$ cat config.mk
export PLATFORM = sky130hd
export DESIGN_NAME = control_unit
export DESIGN_NICKNAME = d
export VERILOG_FILES = /design/src/rtl/k_and_s_pkg.sv /design/src/rtl/control_unit.sv
export SDC_FILE = /design/constraint.sdc
export NUM_CORES = 1
export LEC_CHECK = 0
export CORE_AREA = 2 2 39 41
export CTS_CLUSTER_SIZE = 24
export DETAILED_ROUTE_END_ITERATION = 10
export DIE_AREA = 0 0 41 43
export HOLD_SLACK_MARGIN = 0.15
export SYNTH_ARGS = -nofsm -noshare
export SYNTH_HDL_FRONTEND = slang
export SYNTH_SLANG_ARGS = --single-unit
$ cat constraint.sdc
create_clock -name clk -period 3.3 [get_ports clk]
set_clock_uncertainty 0.05 [all_clocks]
set_input_delay 0.33 -clock clk [delete_from_list [all_inputs] [get_ports clk]]
set_output_delay 0.33 -clock clk [all_outputs]
set_load 0.005 [all_outputs]
$ cat src/rtl/k_and_s_pkg.sv
// rtl/k_and_s_pkg.sv - shared K&S CPU types: decoded instructions, controller states, ALU codes
package k_and_s_pkg;

    typedef enum logic [3:0] {
        I_NOP,
        I_LOAD,
        I_STORE,
        I_MOVE,
        I_ADD,
        I_SUB,
        I_AND,
        I_OR,
        I_BRANCH,
        I_BZERO,
        I_BNZERO,
        I_BNEG,
        I_BNNEG,
        I_BOV,
        I_BNOV,
        I_HALT
    } decoded_instruction_type;

    typedef enum logic [1:0] {
        S_FETCH,
        S_DECODE,
        S_EXEC,
        S_HALT
    } ctrl_state_t;

    localparam logic [1:0] ALU_OR  = 2'b00;
    localparam logic [1:0] ALU_ADD = 2'b01;
    localparam logic [1:0] ALU_SUB = 2'b10;
    localparam logic [1:0] ALU_AND = 2'b11;

endpackage

$ cat src/rtl/control_unit.sv
// rtl/control_unit.sv - multi-cycle FETCH/DECODE/EXEC sequencer driving data_path and RAM strobes
module control_unit
    import k_and_s_pkg::*;
#(
    parameter int MEM_WAIT = 0
) (
    input  logic                    clk,
    input  logic                    rst_n,
    input  decoded_instruction_type decoded_instruction,
    input  logic                    zero_op,
    input  logic                    neg_op,
    input  logic                    unsigned_overflow,
    input  logic                    signed_overflow,
    output logic                    branch,
    output logic                    pc_enable,
    output logic                    ir_enable,
    output logic                    addr_sel,
    output logic                    c_sel,
    output logic [1:0]              operation,
    output logic                    write_reg_enable,
    output logic                    flags_reg_enable,
    output logic                    ram_write_enable,
    output logic                    halt
);

    localparam logic [2:0] WAIT_LAST = 3'(MEM_WAIT);

    ctrl_state_t state;
    ctrl_state_t state_next;
    logic [2:0]  wait_cnt;
    logic        mem_done;

    // No instruction consults the unsigned-overflow flag; kept on the port for data_path symmetry.
    logic unused_flags;
    assign unused_flags = unsigned_overflow;

    // Conditional-branch evaluation; non-branch codes are never taken.
    function automatic logic branch_taken(input decoded_instruction_type instr,
                                          input logic z, input logic n, input logic v);
        case (instr)
            I_BRANCH: branch_taken = 1'b1;
            I_BZERO:  branch_taken = z;
            I_BNZERO: branch_taken = !z;
            I_BNEG:   branch_taken = n;
            I_BNNEG:  branch_taken = !n;
            I_BOV:    branch_taken = v;
            I_BNOV:   branch_taken = !v;
            default:  branch_taken = 1'b0;
        endcase
    endfunction

    assign mem_done = (wait_cnt == WAIT_LAST);

    // State register and memory wait counter; counter restarts on every state change.
    always_ff @(posedge clk or negedge rst_n) begin
        if (!rst_n) begin
            state    <= S_FETCH;
            wait_cnt <= 3'd0;
        end else begin
            state <= state_next;
            if (state_next != state)
                wait_cnt <= 3'd0;
            else if (wait_cnt < WAIT_LAST)
                wait_cnt <= wait_cnt + 3'd1;
        end
    end

    // Next-state and output decode of the current state and instruction.
    always_comb begin
        state_next       = state;
        branch           = 1'b0;
        pc_enable        = 1'b0;
        ir_enable        = 1'b0;
        addr_sel         = 1'b1;
        c_sel            = 1'b1;
        operation        = ALU_OR;
        write_reg_enable = 1'b0;
        flags_reg_enable = 1'b0;
        ram_write_enable = 1'b0;
        halt             = 1'b0;
        case (state)
            S_FETCH: begin
                if (mem_done) begin
                    ir_enable  = 1'b1;
                    state_next = S_DECODE;
                end
            end
            S_DECODE: begin
                pc_enable  = 1'b1;
                state_next = (decoded_instruction == I_HALT) ? S_HALT : S_EXEC;
            end
            S_EXEC: begin
                state_next = S_FETCH;
                case (decoded_instruction)
                    I_LOAD: begin
                        addr_sel = 1'b0;
                        c_sel    = 1'b0;
                        if (mem_done)
                            write_reg_enable = 1'b1;
                        else
                            state_next = S_EXEC;
                    end
                    I_STORE: begin
                        addr_sel = 1'b0;
                        if (mem_done)
                            ram_write_enable = 1'b1;
                        else
                            state_next = S_EXEC;
                    end
                    I_ADD, I_SUB, I_AND, I_OR: begin
                        case (decoded_instruction)
                            I_ADD:   operation = ALU_ADD;
                            I_SUB:   operation = ALU_SUB;
                            I_AND:   operation = ALU_AND;
                            default: operation = ALU_OR;
                        endcase
                        write_reg_enable = 1'b1;
                        flags_reg_enable = 1'b1;
                    end
                    I_MOVE: begin
                        write_reg_enable = 1'b1;
                    end
                    I_BRANCH, I_BZERO, I_BNZERO, I_BNEG, I_BNNEG, I_BOV, I_BNOV: begin
                        if (branch_taken(decoded_instruction, zero_op, neg_op, signed_overflow)) begin
                            pc_enable = 1'b1;
                            branch    = 1'b1;
                        end
                    end
                    default: ;
                endcase
            end
            S_HALT: begin
                halt = 1'b1;
            end
            default: state_next = S_FETCH;
        endcase
    end

endmodule

Word-level counts from Yosys, hierarchy flattened
Index checks and enable logic that the tools add are counted.
- register bits after elaboration: 5
- bits in latches: 0
- bits in writable memories: 0
- bits in read-only memories: 0
- input bits: 10
- output and inout port bits: 11
- memories kept: 0
- $add $sub $neg: 1
- $mul: 0
- div/mod/pow operators: 0
- magnitude comparators: 1
- eq/ne operators: 19
- shift operators: 0
- multiplexer cells: 30
- bitwise gates (word level): 0
- reductions and logical operators: 10
- operators by type and width (kind ; count):
    $eq A4 B4 Y1 const B ; 8
    $mux W1 ; 18
    $eq A4 B3 Y1 const B ; 4
    $pmux W2 S3 ; 2
    $mux W2 ; 5
    $eq A4 B2 Y1 const B ; 2
    $pmux W1 S7 ; 1
    $reduce_or A7 Y1 ; 1
    $mux W3 ; 2
    $reduce_or A5 Y1 ; 1
    $eq A2 B2 Y1 const B ; 2
    $eq A4 B1 Y1 const B ; 1
    $pmux W1 S2 ; 2
    $reduce_or A4 Y1 ; 1
    $add A3 B1 Y3 const B ; 1
    $logic_not A1 Y1 ; 3
    $logic_not A3 Y1 ; 1
    $lt A3 B1 Y1 const B ; 1
    $eq A2 B1 Y1 const B ; 1
    $logic_not A2 Y1 ; 1
    $ne A2 B2 Y1 ; 1
    $reduce_bool A2 Y1 ; 1
    $reduce_or A2 Y1 ; 1

Depth between registers and ports, before layout
Gate-level depths: netlist (run 1).
- word-level depth: 7
- depth in mapped cells: 5
- mapped depth without buffers: 5

Least setup slack after synthesis (run 1)
No wires, ideal clock.
- path kind: flip-flop to output port
- from: register state[0]
- to: output ram_write_enable
- arrival time: 1229 ps
- required time: 2920 ps
- path slack: 1691 ps
- cell stages (with the launch flop): 6
- path buffers: 0
- path through: dfrtp_1 > inv_1 > ha_1 > and2b_1 > and2b_1 > and3b_1
- word-level cells in the longest chain between the ends: 2
- RTL lines (item ; RTL line ; source):
    start, declared ; control_unit.sv:28 ; ctrl_state_t state;
    start signal, assigned ; control_unit.sv:60 ; state <= state_next;
    $eq A2 B2 Y1 ; control_unit.sv:81 ; case (state)
    $mux W1 ; control_unit.sv:81 ;
    end, declared ; control_unit.sv:22 ; output logic ram_write_enable,
No other way between the ends.

Final worst setup path (run 1)
- from: input decoded_instruction[0]
- to: output pc_enable
- word-level cells in the longest chain between the ends: 7
- RTL lines (item ; RTL line ; source):
    start, declared ; control_unit.sv:9 ; input decoded_instruction_type decoded_instruction,
    $eq A4 B4 Y1 ; control_unit.sv:40, control_unit.sv:94 ;
    $pmux W1 S7 ; control_unit.sv:40 ; case (instr)
    $mux W1 ; control_unit.sv:94 ; case (decoded_instruction)
    $mux W1 ; control_unit.sv:81 ;
    $mux W1 ; control_unit.sv:124 ; if (branch_taken(decoded_instruction, zero_op, neg_op, signed_overflow)) begin
    $mux W1 * ; control_unit.sv:94 ;
    $pmux W1 S2 * ; control_unit.sv:81 ;
    end, declared ; control_unit.sv:15 ; output logic pc_enable,
Mark *: on every way between the ends. The rest lies on a longest branch, timed or not. The select of a mux whose other input is x is not followed.

==> results of run 1 <==
## critical path: stages
cell	delay, ns
clkdlybuf4s50_1	0.56
mux2i_1	0.21
o311ai_1	0.15
o211ai_1	0.24
clkdlybuf4s50_1	0.53
## kinds of logic after synthesis
logic type / share of synthesized area [%]
fa+ha+maj: 22.4
xor+xnor: 2.61
compound gates: 17.5
flops: 14.9
mux: 9.33
buf+inv: 7.83
simple gates: 25.4
## cell type report
type	count	share of cell area (%)
sequential	2	8.99
inverter	4	2.70
timing repair buffer	19	34.2
clock buffer	3	4.04
tap	16	3.60
multi-input combinational	33	46.5
## report_power, final
| part | total [W] | switching, W | internal [W] |
|---|---|---|---|
| Combinational | 0.000193 | 0.0000831 | 0.000110 |
| Clock | 0.0000554 | 0.0000151 | 0.0000403 |
| Sequential | 0.0000555 | 0.0000178 | 0.0000377 |
## metal layers
metal,vias up,part of all wire (%),GRT usage [%]
met5,-,0,0
met4,0,0,8.00
met3,0,6.2,4.71
met2,17,47,16.3
met1,161,46,13.1
li1,181,-,-
## synth_stat cells
master | count | area [µm²]
a21boi_1 | 1 | 7.51
and2b_1 | 2 | 15.0
o211ai_1 | 1 | 7.51
buf_6 | 1 | 11.3
mux2_2 | 1 | 11.3
mux2i_1 | 2 | 20.0
o21a_1 | 1 | 7.51
o311ai_1 | 1 | 8.76
nor2_1 | 3 | 11.3
nor2b_1 | 1 | 6.26
ha_1 | 6 | 75.1
o2111ai_1 | 1 | 8.76
and2_1 | 2 | 12.5
and3b_1 | 1 | 8.76
nand3b_1 | 1 | 7.51
o21ai_1 | 1 | 5.00
a311oi_1 | 1 | 8.76
a21oi_1 | 1 | 5.00
xnor2_1 | 1 | 8.76
nand2_1 | 3 | 11.3
nand2b_1 | 1 | 6.26
dfrtp_1 | 2 | 50.1
inv_1 | 4 | 15.0
and3_1 | 1 | 6.26
## per-stage QoR
| stage | setup slack [ns] | cells | hold WS [ns] |
|---|---|---|---|
| floorplan | 1.69 | 40 | -0.0156 |
| global placement | 0.929 | 74 | 0.453 |
| detailed placement | 0.887 | 74 | 0.454 |
| CTS | 0.876 | 77 | 0.213 |
| global route | 0.770 | 77 | 0.214 |
| finish | 0.892 | 77 | 0.220 |
## how the worst min path moves through the flow
| stage | startpoint | endpoint | slack [ns] | depth (start not counted) |
|---|---|---|---|---|
| 3_3_place_gp | rst_n | state[1] | 0.45 | 1 |
| 3_5_place_dp | rst_n | state[0] | 0.45 | 1 |
| 2_1_floorplan | rst_n | state[0] | -0.02 | 0 |
| 6_report | rst_n | state[1] | 0.22 | 1 |
| 5_1_grt | rst_n | state[0] | 0.21 | 1 |
| 4_1_cts | rst_n | state[1] | 0.21 | 1 |
==> metrics.txt, run 1 <==
clk_lat worst skew=0.23 ns; Total Routed Length=792 µm; endpoint class of the critical path=primary output; synthesized area=335 µm²; clock slew at reported path FFs=0.03 ns; Root Driver=clkbuf_4; Tot Pwr=0.000304 W; Largest register FFs=2; placed inst area=534 µm²; vias in the first global route=342; final core occ=40.2%; cts repair resizes=0; final setup fails=0; peak supply drop=0.000150 V; initial antenna violation count=0; CTS Sinks=2; worst-case reg-to-reg path depth=5; RR Endpoint=state[0]; 1st-iter DRT viols=10; post-synthesis sequential area ratio=14.9%; Syn Nets=56; Final Hold Viols=0; Tcrit/Tclk final=73.0%; Leakage=0.252 nW; worst hold path class=in -> async; Worst setup endpoint=pc_enable; PortBufs=19; flop-to-flop setup slack=1.95 ns; grt ovf=0; critical-path maximum fanout=10; Die Height=43 µm; Layout area overhead=66.0%; H-tree depth=1; initial core utilization=24.2%; area taken by flip-flops and latches=50.0 µm²; Ys Warns=0; Total Routing Usage GR=11.4%; vias per cell=4.66; worst r2r src=state[0]; Worst setup SP type=input port; drc violations=0; CTS Buf Count=3; setup TNS=0 ns; critical path class=in -> out; Achievable Freq=415 MHz; #FFs+latches synth=2; Tmin final=2.41 ns; io pins=21; power per cell area=547 nW/µm²; fillers=150; CTS tree=built; Tightest Pin Transition=0.377 ns; CP arrival=2.03 ns; first-pass GRT wire length=1.33 mm; Unique masters post-synth=24; Crit. Startpoint=decoded_instruction[0]; largest net degree at the start of global routing=11; n_diodes=0; most frequent cells in the layout=19 x clkdlybuf4s50_1, 6 x ha_1, 4 x inv_1; HPWL after DPL=614 µm; post-route ant nets=0; die area=1760 µm²; Pre-antenna DRT Iters=4; Max Buffers Root-to-Sink=2; most common cell after layout, fill and taps aside=clkdlybuf4s50_1; Via Count=359; Hold-fix buffers, CTS=0; RSZ-0062 raised after global routing=no; postcts setup bufs=0; total of max-cap violations=0; multi-input logic area=259 µm²; Top Registers=state x2; Final Max Tran Viols=0; relative slew slack=74.5%; Core ar.=1380 µm²; wire length per cell=10.3 µm; cell count after synthesis=40; Final Cell Area=557 µm²; Syn Area/Cell=8.38 µm²; row count=14; Final nets=79; CP required=2.92 ns; GPL Wtd Cong=0.663; layout cells sized above 1=6.56%; die width=41 µm; Largest Register=state; status=finished, final reports clean
No activity file was read; power rests on OpenSTA's default activity.
==> run 2, diff against run 1 <==
- clock period: 3.3 -> 2.5 ns (I/O delays scaled with it)
==> run 2 against run 1 <==
  * Core utilization increased by 0.72 points
  * Design area is 1.8% higher
  * Count of clock-buffer cells in the layout is the same
  * Worst hold slack improved by 0.33 ns
  * Cell count rose by 1.3%
  * Worst setup slack worse by 0.71 ns
  * Largest power group unchanged
  * Highest routed layer is now met4
==> metrics.txt, run 2 (synthesized netlist as in run 1, its figures left out) <==
multi-input logic area=259 µm² (unchanged); gr busiest metal=met2 (unchanged); Tmin final=2.32 ns; n_diodes=0 (unchanged); CP required=2.20 ns (was 2.92 ns); final core occ=41.0% (was 40.2%); CTS Sinks=2 (unchanged); Top Registers=state x2 (unchanged); status=finished, final reports clean (unchanged); io pins=21 (unchanged); Total Routed Length=770 µm (was 792 µm); Layout area overhead=69.0% (was 66.0%); Largest register FFs=2 (unchanged); Final Max Tran Viols=0 (unchanged); setup ws final=0.180 ns (was 0.892 ns); Tcrit/Tclk final=92.8%; 1st-iter DRT viols=2 (was 10); final setup fails=0 (unchanged); critical-path maximum fanout=5 (was 10); postcts setup bufs=0 (unchanged); Final nets=80 (was 79); placed inst area=534 µm² (unchanged); PortBufs=19 (unchanged); Root Driver=clkbuf_4 (unchanged); wire length per cell=9.87 µm (was 10.3 µm); Largest Register=state (unchanged); total of max-cap violations=0 (unchanged); vias in the first global route=349 (was 342); fillers=139 (was 150); met2 Resource Use GR=16.6% (was 16.3%); peak supply drop=0.000190 V (was 0.000150 V); Tightest Pin Transition=0.369 ns (was 0.377 ns); Max Buffers Root-to-Sink=2 (unchanged); Total Routing Usage GR=10.4% (was 11.4%); die width=41 µm (unchanged); setup TNS=0 ns (unchanged); Final Hold Viols=0 (unchanged); GPL Wtd Cong=0.649 (was 0.663); Critical-path top delay cell=clkdlybuf4s50_1 (unchanged); Final Cell Area=567 µm² (was 557 µm²); Via Count=353 (was 359); critical path class=reg -> out (was in -> out); post-route ant nets=0 (unchanged); vias per cell=4.53 (was 4.66); CP most frequent cell=and2b_1 (was clkdlybuf4s50_1); initial antenna violation count=0 (unchanged); HPWL after DPL=591 µm (was 614 µm); RSZ-0062 raised after global routing=no (unchanged); area taken by flip-flops and latches=50.0 µm² (unchanged); first-pass GRT wire length=1.26 mm (was 1.33 mm); initial core utilization=24.2% (unchanged); H-tree depth=1 (unchanged); grt ovf=0 (unchanged); endpoint class of the critical path=primary output (unchanged); met3 Usage GRT=3.14% (was 4.71%); CP arrival=2.02 ns (was 2.03 ns); die area=1760 µm² (unchanged); largest net degree at the start of global routing=11 (unchanged); layout cells sized above 1=6.45% (was 6.56%); CTS Buf Count=3 (unchanged); relative slew slack=75.0% (was 74.5%); Leakage=0.256 nW (was 0.252 nW); CTS tree=built (unchanged); Achievable Freq=431 MHz; cts repair resizes=0 (unchanged); row count=14 (unchanged); Core ar.=1380 µm² (unchanged); Worst Hold Slack=0.554 ns (was 0.220 ns); Die Height=43 µm (unchanged); post-place setup slack=0.292 ns (was 0.887 ns); drc violations=0 (unchanged); met1 GRT Util=11.5% (was 13.1%); clock slew at reported path FFs=0.03 ns (about the same); power per cell area=698 nW/µm² (was 547 nW/µm²); Pre-antenna DRT Iters=4 (unchanged); most frequent cells in the layout=19 x clkdlybuf4s50_1, 6 x ha_1, 4 x inv_1 (unchanged); Largest stage delay, worst path=0.49 ns (was 0.56 ns); clk_lat worst skew=0.23 ns (about the same); worst hold path class=reg -> reg (was in -> async); most common cell after layout, fill and taps aside=clkdlybuf4s50_1 (unchanged); worst-path cell chain=inv_1, ha_1, and2b_1, and2b_1, and3b_1, clkdlybuf4s50_1 (was clkdlybuf4s50_1, mux2i_1, o311ai_1, o211ai_1, clkdlybuf4s50_1); Worst setup SP type=flop (was input port); Hold-fix buffers, CTS=1 (was 0)
## run 2: changes by cell type in the layout (fill, tap and decap cells not counted)
cell	previous run	this run
dlygate4sd3_1	0	1
## run 2: final timing paths
| kind | slack, ns | cells after the start | start | end |
|---|---|---|---|---|
| worst min register to register | 0.55 | 1 | state[1] | state[1] |
| min in group asynchronous | 0.68 | 2 | rst_n | state[1] |
| max in group asynchronous | 1.60 | 2 | rst_n | state[0] |
| worst max register to register | 1.17 | 5 | state[0] | state[0] |
| worst min-delay path | 0.55 | 1 | state[1] | state[1] |
| worst max-delay path | 0.18 | 6 | state[0] | ram_write_enable |
## run 2: cell type report
| type | count | area share [%] |
|---|---|---|
| timing repair buffer | 20 | 35.3 |
| multi-input combinational | 33 | 45.7 |
| sequential | 2 | 8.83 |
| tap | 16 | 3.53 |
| clock buffer | 3 | 3.97 |
| inverter | 4 | 2.65 |
## run 2: where the power goes
| group | switching [W] | internal [W] |
|---|---|---|
| combinational | 0.000105 | 0.000146 |
| clock | 0.0000194 | 0.0000530 |
| sequential | 0.0000223 | 0.0000498 |
| total | 0.000146 | 0.000249 |
## run 2: worst max-delay path, delay by kind of cell (launching register included)
| kind | cells | cell delay (ns) |
|---|---|---|
| simple gates | 3 | 0.51 |
| fa+ha+maj | 1 | 0.25 |
| flops | 1 | 0.42 |
| buf+inv | 2 | 0.61 |
## run 2: per-stage QoR
stage / power (W) / instances
6_report: 0.000396 / 78
5_1_grt: 0.000442 / 78
4_1_cts: 0.000407 / 78
3_5_place_dp: 0.000327 / 74
3_3_place_gp: 0.000324 / 74
2_1_floorplan: 0.000213 / 40
## run 2: per-layer routing
layer	share of wire, %	vias up
met4	1.3	0
met2	44	16
li1	-	182
met3	7.0	2
met5	0	-
met1	47	153
